[config.mk]
export PLATFORM = sky130hd
export DESIGN_NAME = genesis_pad_scanner
export DESIGN_NICKNAME = d
export VERILOG_FILES = /design/src/rtl/genesis_pad_scanner.sv
export SDC_FILE = /design/constraint.sdc
export NUM_CORES = 1
export LEC_CHECK = 0
export ABC_AREA = 1
export CAP_MARGIN = 20
export CELL_PAD_IN_SITES_DETAIL_PLACEMENT = 1
export CELL_PAD_IN_SITES_GLOBAL_PLACEMENT = 1
export CORE_MARGIN = 3
export CORE_UTILIZATION = 25
export DETAILED_ROUTE_END_ITERATION = 7
export GPL_TIMING_DRIVEN = 0
export PLACE_DENSITY_LB_ADDON = 0.1
export SLEW_MARGIN = 30
export SYNTH_ARGS = -nofsm -noshare
export SYNTH_HDL_FRONTEND = slang
export SYNTH_SLANG_ARGS = --single-unit
export TNS_END_PERCENT = 10
[constraint.sdc]
create_clock -name clk -period 2.8 [get_ports clk]
set_input_delay 0.7 -clock clk [delete_from_list [all_inputs] [get_ports clk]]
set_output_delay 0.7 -clock clk [all_outputs]
set_load 0.005 [all_outputs]
[src/rtl/genesis_pad_scanner.sv]
// rtl/genesis_pad_scanner.sv - frame-timed select burst scanner for Sega 3/6-button pads
// Decodes, auto-detects and debounces NUM_PADS pads sharing one select line; emits an action code per pad.
module genesis_pad_scanner #(
    parameter int NUM_PADS        = 1,
    parameter int SEL_HALF_CYCLES = 250,
    parameter int FRAME_CYCLES    = 400000,
    parameter int DEBOUNCE_FRAMES = 2
) (
    input  logic                   clk,
    input  logic                   rst,
    input  logic [6*NUM_PADS-1:0]  d_in,
    output logic                   sel,
    output logic [12*NUM_PADS-1:0] buttons,
    output logic [NUM_PADS-1:0]    six_btn,
    output logic [NUM_PADS-1:0]    connected,
    output logic [3*NUM_PADS-1:0]  action,
    output logic                   valid
);

    localparam int FW = (FRAME_CYCLES > 1) ? $clog2(FRAME_CYCLES) : 1;
    localparam int PW = (SEL_HALF_CYCLES > 1) ? $clog2(SEL_HALF_CYCLES) : 1;
    localparam logic [FW-1:0] FRAME_LAST = FW'(FRAME_CYCLES - 1);
    localparam logic [PW-1:0] PH_LAST    = PW'(SEL_HALF_CYCLES - 1);

    typedef enum logic [3:0] {
        S_IDLE, S_P1, S_P2, S_P3, S_P4, S_P5, S_P6, S_P7, S_P8
    } state_t;

    state_t                     state;
    logic [FW-1:0]              frame_cnt;
    logic [PW-1:0]              ph_cnt;
    logic [6*NUM_PADS-1:0]      sync1;
    logic [6*NUM_PADS-1:0]      sync2;
    logic [11:0]                raw [NUM_PADS];
    logic [NUM_PADS-1:0]        conn_r;
    logic [NUM_PADS-1:0]        sixa;
    logic [NUM_PADS-1:0]        sixb;
    logic [DEBOUNCE_FRAMES-1:0] hist [NUM_PADS][12];

    logic [5:0]                 pad_d [NUM_PADS];
    logic [11:0]                raw_m [NUM_PADS];
    logic [DEBOUNCE_FRAMES-1:0] hist_n [NUM_PADS][12];
    logic [NUM_PADS-1:0]        six_c;
    logic [12*NUM_PADS-1:0]     btn_n;
    logic [3*NUM_PADS-1:0]      action_n;

    function automatic logic [2:0] pick_action(input logic [11:0] b, input logic present);
        if (!present) return 3'b111;
        if (b[7])     return 3'b100;
        if (b[0])     return 3'b000;
        if (b[1])     return 3'b001;
        if (b[3])     return 3'b010;
        if (b[2])     return 3'b011;
        return 3'b111;
    endfunction

    // Frame commit values: masked raw bits shifted into per-bit history; a bit moves only on a unanimous history.
    always_comb begin
        pad_d    = '{default: '0};
        raw_m    = '{default: '0};
        hist_n   = '{default: '0};
        six_c    = conn_r & sixa & sixb;
        btn_n    = buttons;
        action_n = '1;
        for (int p = 0; p < NUM_PADS; p++) begin
            pad_d[p] = sync2[6*p +: 6];
            raw_m[p] = raw[p];
            if (!six_c[p])
                raw_m[p][11:8] = 4'b0000;
            if (!conn_r[p])
                raw_m[p] = 12'h000;
            for (int b = 0; b < 12; b++) begin
                hist_n[p][b] = (hist[p][b] << 1) | DEBOUNCE_FRAMES'(raw_m[p][b]);
                if (&hist_n[p][b])
                    btn_n[12*p + b] = 1'b1;
                else if (!(|hist_n[p][b]))
                    btn_n[12*p + b] = 1'b0;
            end
            action_n[3*p +: 3] = pick_action(btn_n[12*p +: 12], conn_r[p]);
        end
    end

    always_ff @(posedge clk) begin
        if (rst) begin
            state     <= S_IDLE;
            frame_cnt <= '0;
            ph_cnt    <= '0;
            sync1     <= '1;
            sync2     <= '1;
            sel       <= 1'b1;
            valid     <= 1'b0;
            buttons   <= '0;
            six_btn   <= '0;
            connected <= '0;
            action    <= '1;
            conn_r    <= '0;
            sixa      <= '0;
            sixb      <= '0;
            for (int p = 0; p < NUM_PADS; p++) begin
                raw[p] <= 12'h000;
                for (int b = 0; b < 12; b++)
                    hist[p][b] <= '0;
            end
        end else begin
            sync1     <= d_in;
            sync2     <= sync1;
            frame_cnt <= (frame_cnt == FRAME_LAST) ? '0 : frame_cnt + 1'b1;
            valid     <= 1'b0;
            if (state == S_IDLE) begin
                ph_cnt <= '0;
                if (frame_cnt == '0) begin
                    state <= S_P1;
                    sel   <= 1'b0;
                end
            end else if (ph_cnt != PH_LAST) begin
                ph_cnt <= ph_cnt + 1'b1;
            end else begin
                ph_cnt <= '0;
                for (int p = 0; p < NUM_PADS; p++) begin
                    case (state)
                        S_P1: begin
                            conn_r[p]  <= ~pad_d[p][2] & ~pad_d[p][3];
                            raw[p][4]  <= ~pad_d[p][4];
                            raw[p][7]  <= ~pad_d[p][5];
                        end
                        S_P2: begin
                            raw[p][3:0] <= ~pad_d[p][3:0];
                            raw[p][5]   <= ~pad_d[p][4];
                            raw[p][6]   <= ~pad_d[p][5];
                        end
                        S_P5: sixa[p] <= (pad_d[p][3:0] == 4'b0000);
                        S_P6: raw[p][11:8] <= ~pad_d[p][3:0];
                        S_P7: sixb[p] <= (pad_d[p][3:0] == 4'b1111);
                        default: ;
                    endcase
                end
                if (state == S_P8) begin
                    state     <= S_IDLE;
                    sel       <= 1'b1;
                    valid     <= 1'b1;
                    buttons   <= btn_n;
                    action    <= action_n;
                    six_btn   <= six_c;
                    connected <= conn_r;
                    hist      <= hist_n;
                end else begin
                    state <= state_t'(state + 4'd1);
                    sel   <= ~sel;
                end
            end
        end
    end

endmodule
Word-level counts from Yosys, hierarchy flattened
Memory sizes are Yosys's and may differ from the RTL's.
Cells that the tools add are included.
- muxes and demuxes: 93
- bitwise gates (word level): 23
- reductions and logical operators: 46
- equal/unequal tests: 18
- add/sub/neg operators: 3
- operators by type and width (kind ; count):
    1-bit two-way mux ; 66
    12-bit two-way mux ; 5
    12-bit OR reduction ; 4
    3-bit two-way mux ; 15
    4-bit AND reduction ; 7
    2-bit AND reduction ; 13
    2-bit OR reduction ; 13
    4-bit two-way mux ; 6
    2-bit by 1-bit bitwise OR with 2-bit output ; 12
    19-bit by 1-bit adder with 19-bit output, second input constant ; 1
    19-bit equality test, second input constant ; 1
    19-bit zero test ; 1
    2-bit != test, second input constant ; 8
    4-bit by 3-bit equality test with 1-bit output, second input constant ; 3
    3-bit AND reduction ; 4
    8-bit by 1-bit adder with 8-bit output, second input constant ; 1
    4-bit equality test, second input constant ; 2
    4-bit zero test ; 2
    8-bit != test, second input constant ; 1
    1-bit inverter ; 7
    3-bit OR reduction ; 2
    4-bit by 1-bit adder with 4-bit output, second input constant ; 1
    4-bit by 1-bit equality test with 1-bit output, second input constant ; 1
    4-bit by 2-bit equality test with 1-bit output, second input constant ; 1
    4 further kinds ; 6
- register bits after elaboration: 77
- output and inout port bits: 19
- memories: 1
- input port bits: 8
- memory bits (writable): 12
- word-level logic and storage cells: 217
- memories (name ; words ; width ; read ports ; clocked after Yosys merged registers in ; wr ports ; line ; source):
    raw ; 1 ; 12 ; 1 ; 0 ; 3 ; 34 ; logic [11:0] raw [NUM_PADS];

Depth between registers and ports, before layout
Gate-level depths: netlist of the first run.
- depth after elaboration: 30
- mapped depth: 11
- mapped depth without buffers: 11

Worst setup path after synthesis of the first run
Ideal clock, no wire load.
- path type: register to register
- from: register state[0]
- to: memory raw[0][0], enable pin
- stages on the path, launching flop included: 8
- slack: 1.188 ns
- path buffers: 0
- setup time: 0.308 ns
- arrival: 1.304 ns
- clock period less this slack: 1.612 ns
- required time: 2.492 ns
- cells stage by stage: dfxtp_1 > inv_1 > ha_1 > nand2_1 > inv_2 > nor2_4 > nand4_2 > nand2_1
- RTL lines (element ; line ; source):
    from (decl) ; 29 ; state_t state;
    from (signal assigned) ; 147 ; state <= state_t'(state + 4'd1);
    to (decl) ; 34 ;

==> metrics.txt, run 1 <==
Die W=132.9 microns; Least-Margin Pin Slew=0.7101 ns; YS warnings=0; Yosys cell types=37; Net Sw Frac=25.31%; register area=1902 sq um; io pins=27; CP Launch Type=input port; Mean Syn Cell Area=7.884 sq um; DRC viols=0; Async S/R FF share, synth=0%; Tot Pwr=2.672 mW; layout cells sized above 1=10.85%; post-CTS sizing=0; crit share post-route=77.83%; Final Non-Filler Cells=764; fin crit period=2.179 ns; final setup violation count=0; leakage dissipation=2.012 nW; pwr dens=553.7 nW/um^2; clock share of power=43.1%; die height=132.9 microns; vias in the first global route=3400; CP Max Fanout=10; CTS clk-pin slew, worst paths=0.07 ns; post-route cell area=4826 sq um; initial antenna violation count=0; Final GP Congestion=0.7280; Post-Place Setup Slack=0.2198 ns; post-CTS setup buffers=0; Fin. Hold Viols=0; I/O Buffers=26; wire per inst=13.74 microns; clk_skew=0.008580 ns; most frequent cell after synthesis=nand2_1; Post-Route Setup TNS=0 ns; Clock Latency Late Sink=0.35 ns; largest net degree at the start of global routing=16; area share of the largest cell type after synthesis=38.26%; Setup WS post-layout=0.6207 ns; crit end category=flip-flop; Multi-input gate area=1877 sq um; row cnt=45; Layout area overhead=19.78%; post-synthesis register bit count=89; TritonCTS Buffers=9; Area after DPL=4553 sq um; cell taking the most area after synthesis=dfxtp_1; DIE AREA=17670 sq um; gr usage total=12.68%; GR Overflow Total=0; hold buffers post-CTS=0; core box area=15480 sq um; total number of vias=3347; Mapped Area=4029 sq um; CTS tree=built; Core Util, Final=31.17%; synth top area cells=dfxtp_1 38%, nand2_1 9.1%, edfxtp_1 8.9%; CP Data Required Time=2.84 ns; Sequential Power Share=50.7%; global-route wire length before repair=17.71 mm; Pint=1.996 mW; unrepaired setup endpoints after global routing=no; Max-Cap Viols=0; Via density=4.381; Cells after DPL=748; H-Tree Level Count=3; Worst IR Drop VDD=0.0003005 V; Starting DRT DRC Count=88; fill cell count=1862; Clock Tree Buf Depth=2; syn nets=534; status=completed; NumNets Final=571; tightest hold margin=0.4031 ns; ANT cells=0; 1st-pass router iterations=4; initial core utilization=26.02%; Sink Count=89; Post-synth EDFFs=12; sequential fraction of the synthesis area=47.20%; Post-Syn Instances=511; Combinational Power Share=6.2%; worst hold path class=reg2reg; Worst EP arrival=2.22 ns; Post-synth top cells=98 x nand2_1, 92 x nor2_1, 77 x dfxtp_1; WS Path Type=in2reg; CTS Root Cell=clkbuf_16; routed wire length=10.50 mm; top_reg_cell synth=dfxtp_1; DRT antenna net count=0; Max Fclk=458.9 MHz; Net Sw Power=0.6764 mW; Max Transition Viols Final=0; Slew HR=52.66%; dpl hpwl=7.787 mm
[placed cells by master (no fill, tap or decap), types with 15 or more instances in the layout]
master,synthesis,layout
nand2_1,98,98
nor2_1,92,92
dfxtp_1,77,77
inv_1,45,45
nand3_1,33,33
clkdlybuf4s50_1,0,26
o21ai_0,25,25
a21oi_1,22,22
or2_2,17,17
ha_1,15,15
[power groups by stage]
| stage | Sequential [mW] | Combinational, mW | Clock [mW] |
|---|---|---|---|
| detailed placement | 1.38 | 0.169 | 0 |
| global placement | 1.38 | 0.167 | 0 |
| finish | 1.35 | 0.164 | 1.15 |
| floorplan | 1.38 | 0.114 | 0 |
| global route | 1.36 | 0.195 | 1.26 |
| CTS | 1.36 | 0.169 | 1.20 |
[worst max-delay path, cell delays in order]
cell	delay (ns)
clkdlybuf4s50_1	0.60
clkinv_1	0.29
clkbuf_1	0.36
nand2_1	0.26
[layer usage]
layer | share of wire, % | vias to the layer above | global-route usage [%]
li1 | - | 1727 | -
met1 | 49 | 1581 | 16.31
met2 | 47 | 29 | 20.68
met3 | 2.0 | 10 | 2.205
met4 | 1.7 | 0 | 5.889
met5 | 0 | - | 0
[logic make-up after synthesis]
group | after synthesis | synth area share [%]
and+or+nand+nor | 278 | 31.49
DFF | 89 | 47.21
buffers and inverters | 60 | 6.211
AOI/OAI and AO/OA | 59 | 8.261
adders and majority gates | 15 | 4.658
xor gates and xnor gates | 10 | 2.174
[registers in the layout, summed over array words and instances (netlist names)]
register and count:
action 3, buttons 12, conn_r 1, connected 1, frame_cnt 19, hist 12
pad_d 6, ph_cnt 8, raw 12, sel 1, six_btn 1, sixa 1
sixb 1, state 4, sync1 6, valid 1
[path summary, 6_finish.rpt]
check                                   to      from  slack, ns  cells past startpoint
worst min register to register    pad_d[5]  sync1[5]       0.40                      1
worst max register to register   raw[0][1]  state[0]       0.92                      7
worst max-delay path            raw[0][11]       rst       0.62                      4
worst min-delay path              pad_d[5]  sync1[5]       0.40                      1
[final cells by class]
cell class	count	share of cell area, %
Sequential cell	89	39.41
Clock inverter	5	0.8297
Tap cell	211	5.471
Buffer	12	1.452
Clock buffer	11	4.822
Inverter	48	3.733
Multi-Input combinational cell	362	38.89
Timing Repair Buffer	26	5.393
Note: power is estimated with default switching activity, not from simulation.
==> run 2, diff against run 1 <==
clock period = 2.1 ns   (was 2.8 ns; I/O delays follow)
==> run 2 against run 1 <==
  * Critical path depth stayed put
  * Non-clock buffer count stayed put
  * Clock power is 34% higher
  * Sequential share of layout area hardly changed
  * Combinational power is 34% higher
  * Via count is 0.12% lower
  * First-iteration DRC count is 4.5% higher
  * Worst setup slack worse by 0.44 ns
  * Final area is 0.10% higher
  * Critical endpoint unchanged
  * Largest power group unchanged
==> metrics.txt, run 2 (synthesis results as in run 1) <==
Fin. Hold Viols=0; NumNets Final=571; Buf/Inv on CP=3; routed wire length=10.51 mm; final setup violation count=0; CP max-delay cell=clkdlybuf4s50_1; Critical Path Max Stage Delay=0.60 ns; Starting DRT DRC Count=92; worst hold path class=reg2reg; post-route cell area=4831 sq um; post-CTS sizing=0; Multi-input gate area=1879 sq um; core box area=15480 sq um; DRT antenna net count=0; DIE AREA=17670 sq um; unrepaired setup endpoints after global routing=no; commonest non-fill, non-tap cell in the layout=nand2_1; WS Path Type=in2reg; CP Launch Type=input port; Max Transition Viols Final=0; most frequent cells in the layout=97 x nand2_1, 92 x nor2_1, 77 x dfxtp_1; layout cells sized above 1=11.39%; met1 GRT Util=16.31%; Least-Margin Pin Slew=0.7078 ns; GR Overflow Total=0; Max Fclk=520.1 MHz; Via density=4.376; Tot Pwr=3.565 mW; Slew HR=52.81%; fin crit period=1.923 ns; ANT cells=0; CP Cell Sequence=clkdlybuf4s50_1, clkinv_1, clkbuf_2, nand2_1; CP Data Required Time=2.15 ns; I/O Buffers=26; CTS tree=built; 1st-pass router iterations=4; busiest grt layer=met2; max reg flops=19; gr usage total=12.68%; Clock Tree Buf Depth=2; Layout area overhead=19.91%; hold buffers post-CTS=0; tightest hold margin=0.4025 ns; leakage dissipation=2.018 nW; post-CTS setup buffers=0; Area after DPL=4553 sq um; Reg with most FFs=frame_cnt; DRC viols=0; global-route wire length before repair=17.71 mm; CP Max Fanout=10; register area=1902 sq um; dpl hpwl=7.787 mm; crit-path leading delay family=buffers and inverters; crit share post-route=91.55%; die height=132.9 microns; CTS clk-pin slew, worst paths=0.07 ns; Clock Latency Late Sink=0.35 ns; Sink Count=89; initial antenna violation count=0; largest net degree at the start of global routing=16; wire per inst=13.75 microns; initial core utilization=26.02%; TritonCTS Buffers=9; total number of vias=3343; CTS Root Cell=clkbuf_16; clk_skew=0.008580 ns; row cnt=45; Final GP Congestion=0.7280; met2 usage=20.68%; Core Util, Final=31.20%; pwr dens=737.9 nW/um^2; Max-Cap Viols=0; H-Tree Level Count=3; fill cell count=1861; Worst IR Drop VDD=0.0003888 V; io pins=27; crit end category=flip-flop; vias in the first global route=3400; status=completed; Worst EP arrival=1.97 ns; met3 usage=2.205%; Die W=132.9 microns
==> run 2: changes by cell type in the layout (fill, tap and decap cells not counted) <==
cell      previous run  this run
nand2_2              2         3
clkbuf_2             0         2
clkbuf_1             7         5
nand2_1             98        97
==> run 2: layer usage <==
metal	share of wire, %	up-vias	wire length [microns]
li1	-	1727	-
met1	49	1577	5122
met2	48	29	4991
met3	2.1	10	219
met4	1.7	0	174
met5	0	-	0
==> run 2: worst register-to-register path, delay by kind of cell (launching register included) <==
family	cells	cell delay [ns]
simple gates	4	0.76
buf+inv	2	0.17
fa+ha+maj	1	0.22
flops	1	0.39
==> run 2: worst paths after layout <==
path | from | end | slack (ns) | cells after the start
setup reg to reg | state[0] | raw[0][1] | 0.27 | 7
setup / recovery | rst | raw[0][11] | 0.18 | 4
hold reg to reg | sync1[5] | pad_d[5] | 0.40 | 1
hold / removal | sync1[5] | pad_d[5] | 0.40 | 1
==> run 2: metrics by stage <==
| stage | TNS [ns] | setup WS (ns) | std cells |
|---|---|---|---|
| after floorplan | 0 | 0.4883 | 511 |
| after global placement | -8.324 | -0.2873 | 748 |
| after detailed placement | -9.566 | -0.3052 | 748 |
| after CTS | 0 | 0.07762 | 764 |
| after global routing | 0 | 0.04115 | 764 |
| final | 0 | 0.1774 | 764 |
==> run 2: layout make-up <==
| class | instances | area share [%] |
|---|---|---|
| clock inverters | 5 | 0.8288 |
| repair buffers | 26 | 5.387 |
| multi-input cells | 362 | 38.90 |
| well taps | 211 | 5.465 |
| plain buffers | 12 | 1.502 |
| flip-flops and latches | 89 | 39.37 |
| clock buffers | 11 | 4.817 |
| inverters | 48 | 3.730 |
==> run 2: report_power, final <==
group | switching, mW | leakage (nW) | internal [mW]
Sequential | 0.0375 | 0.739 | 1.77
Combinational | 0.140 | 1.16 | 0.0803
Clock | 0.726 | 0.123 | 0.812
==> run 3, diff against run 2 <==
HOLD_SLACK_MARGIN = 0.12   (was default)
==> results of run 3 <==
The final DEF is identical to that of run 2; final timing and power are the same.
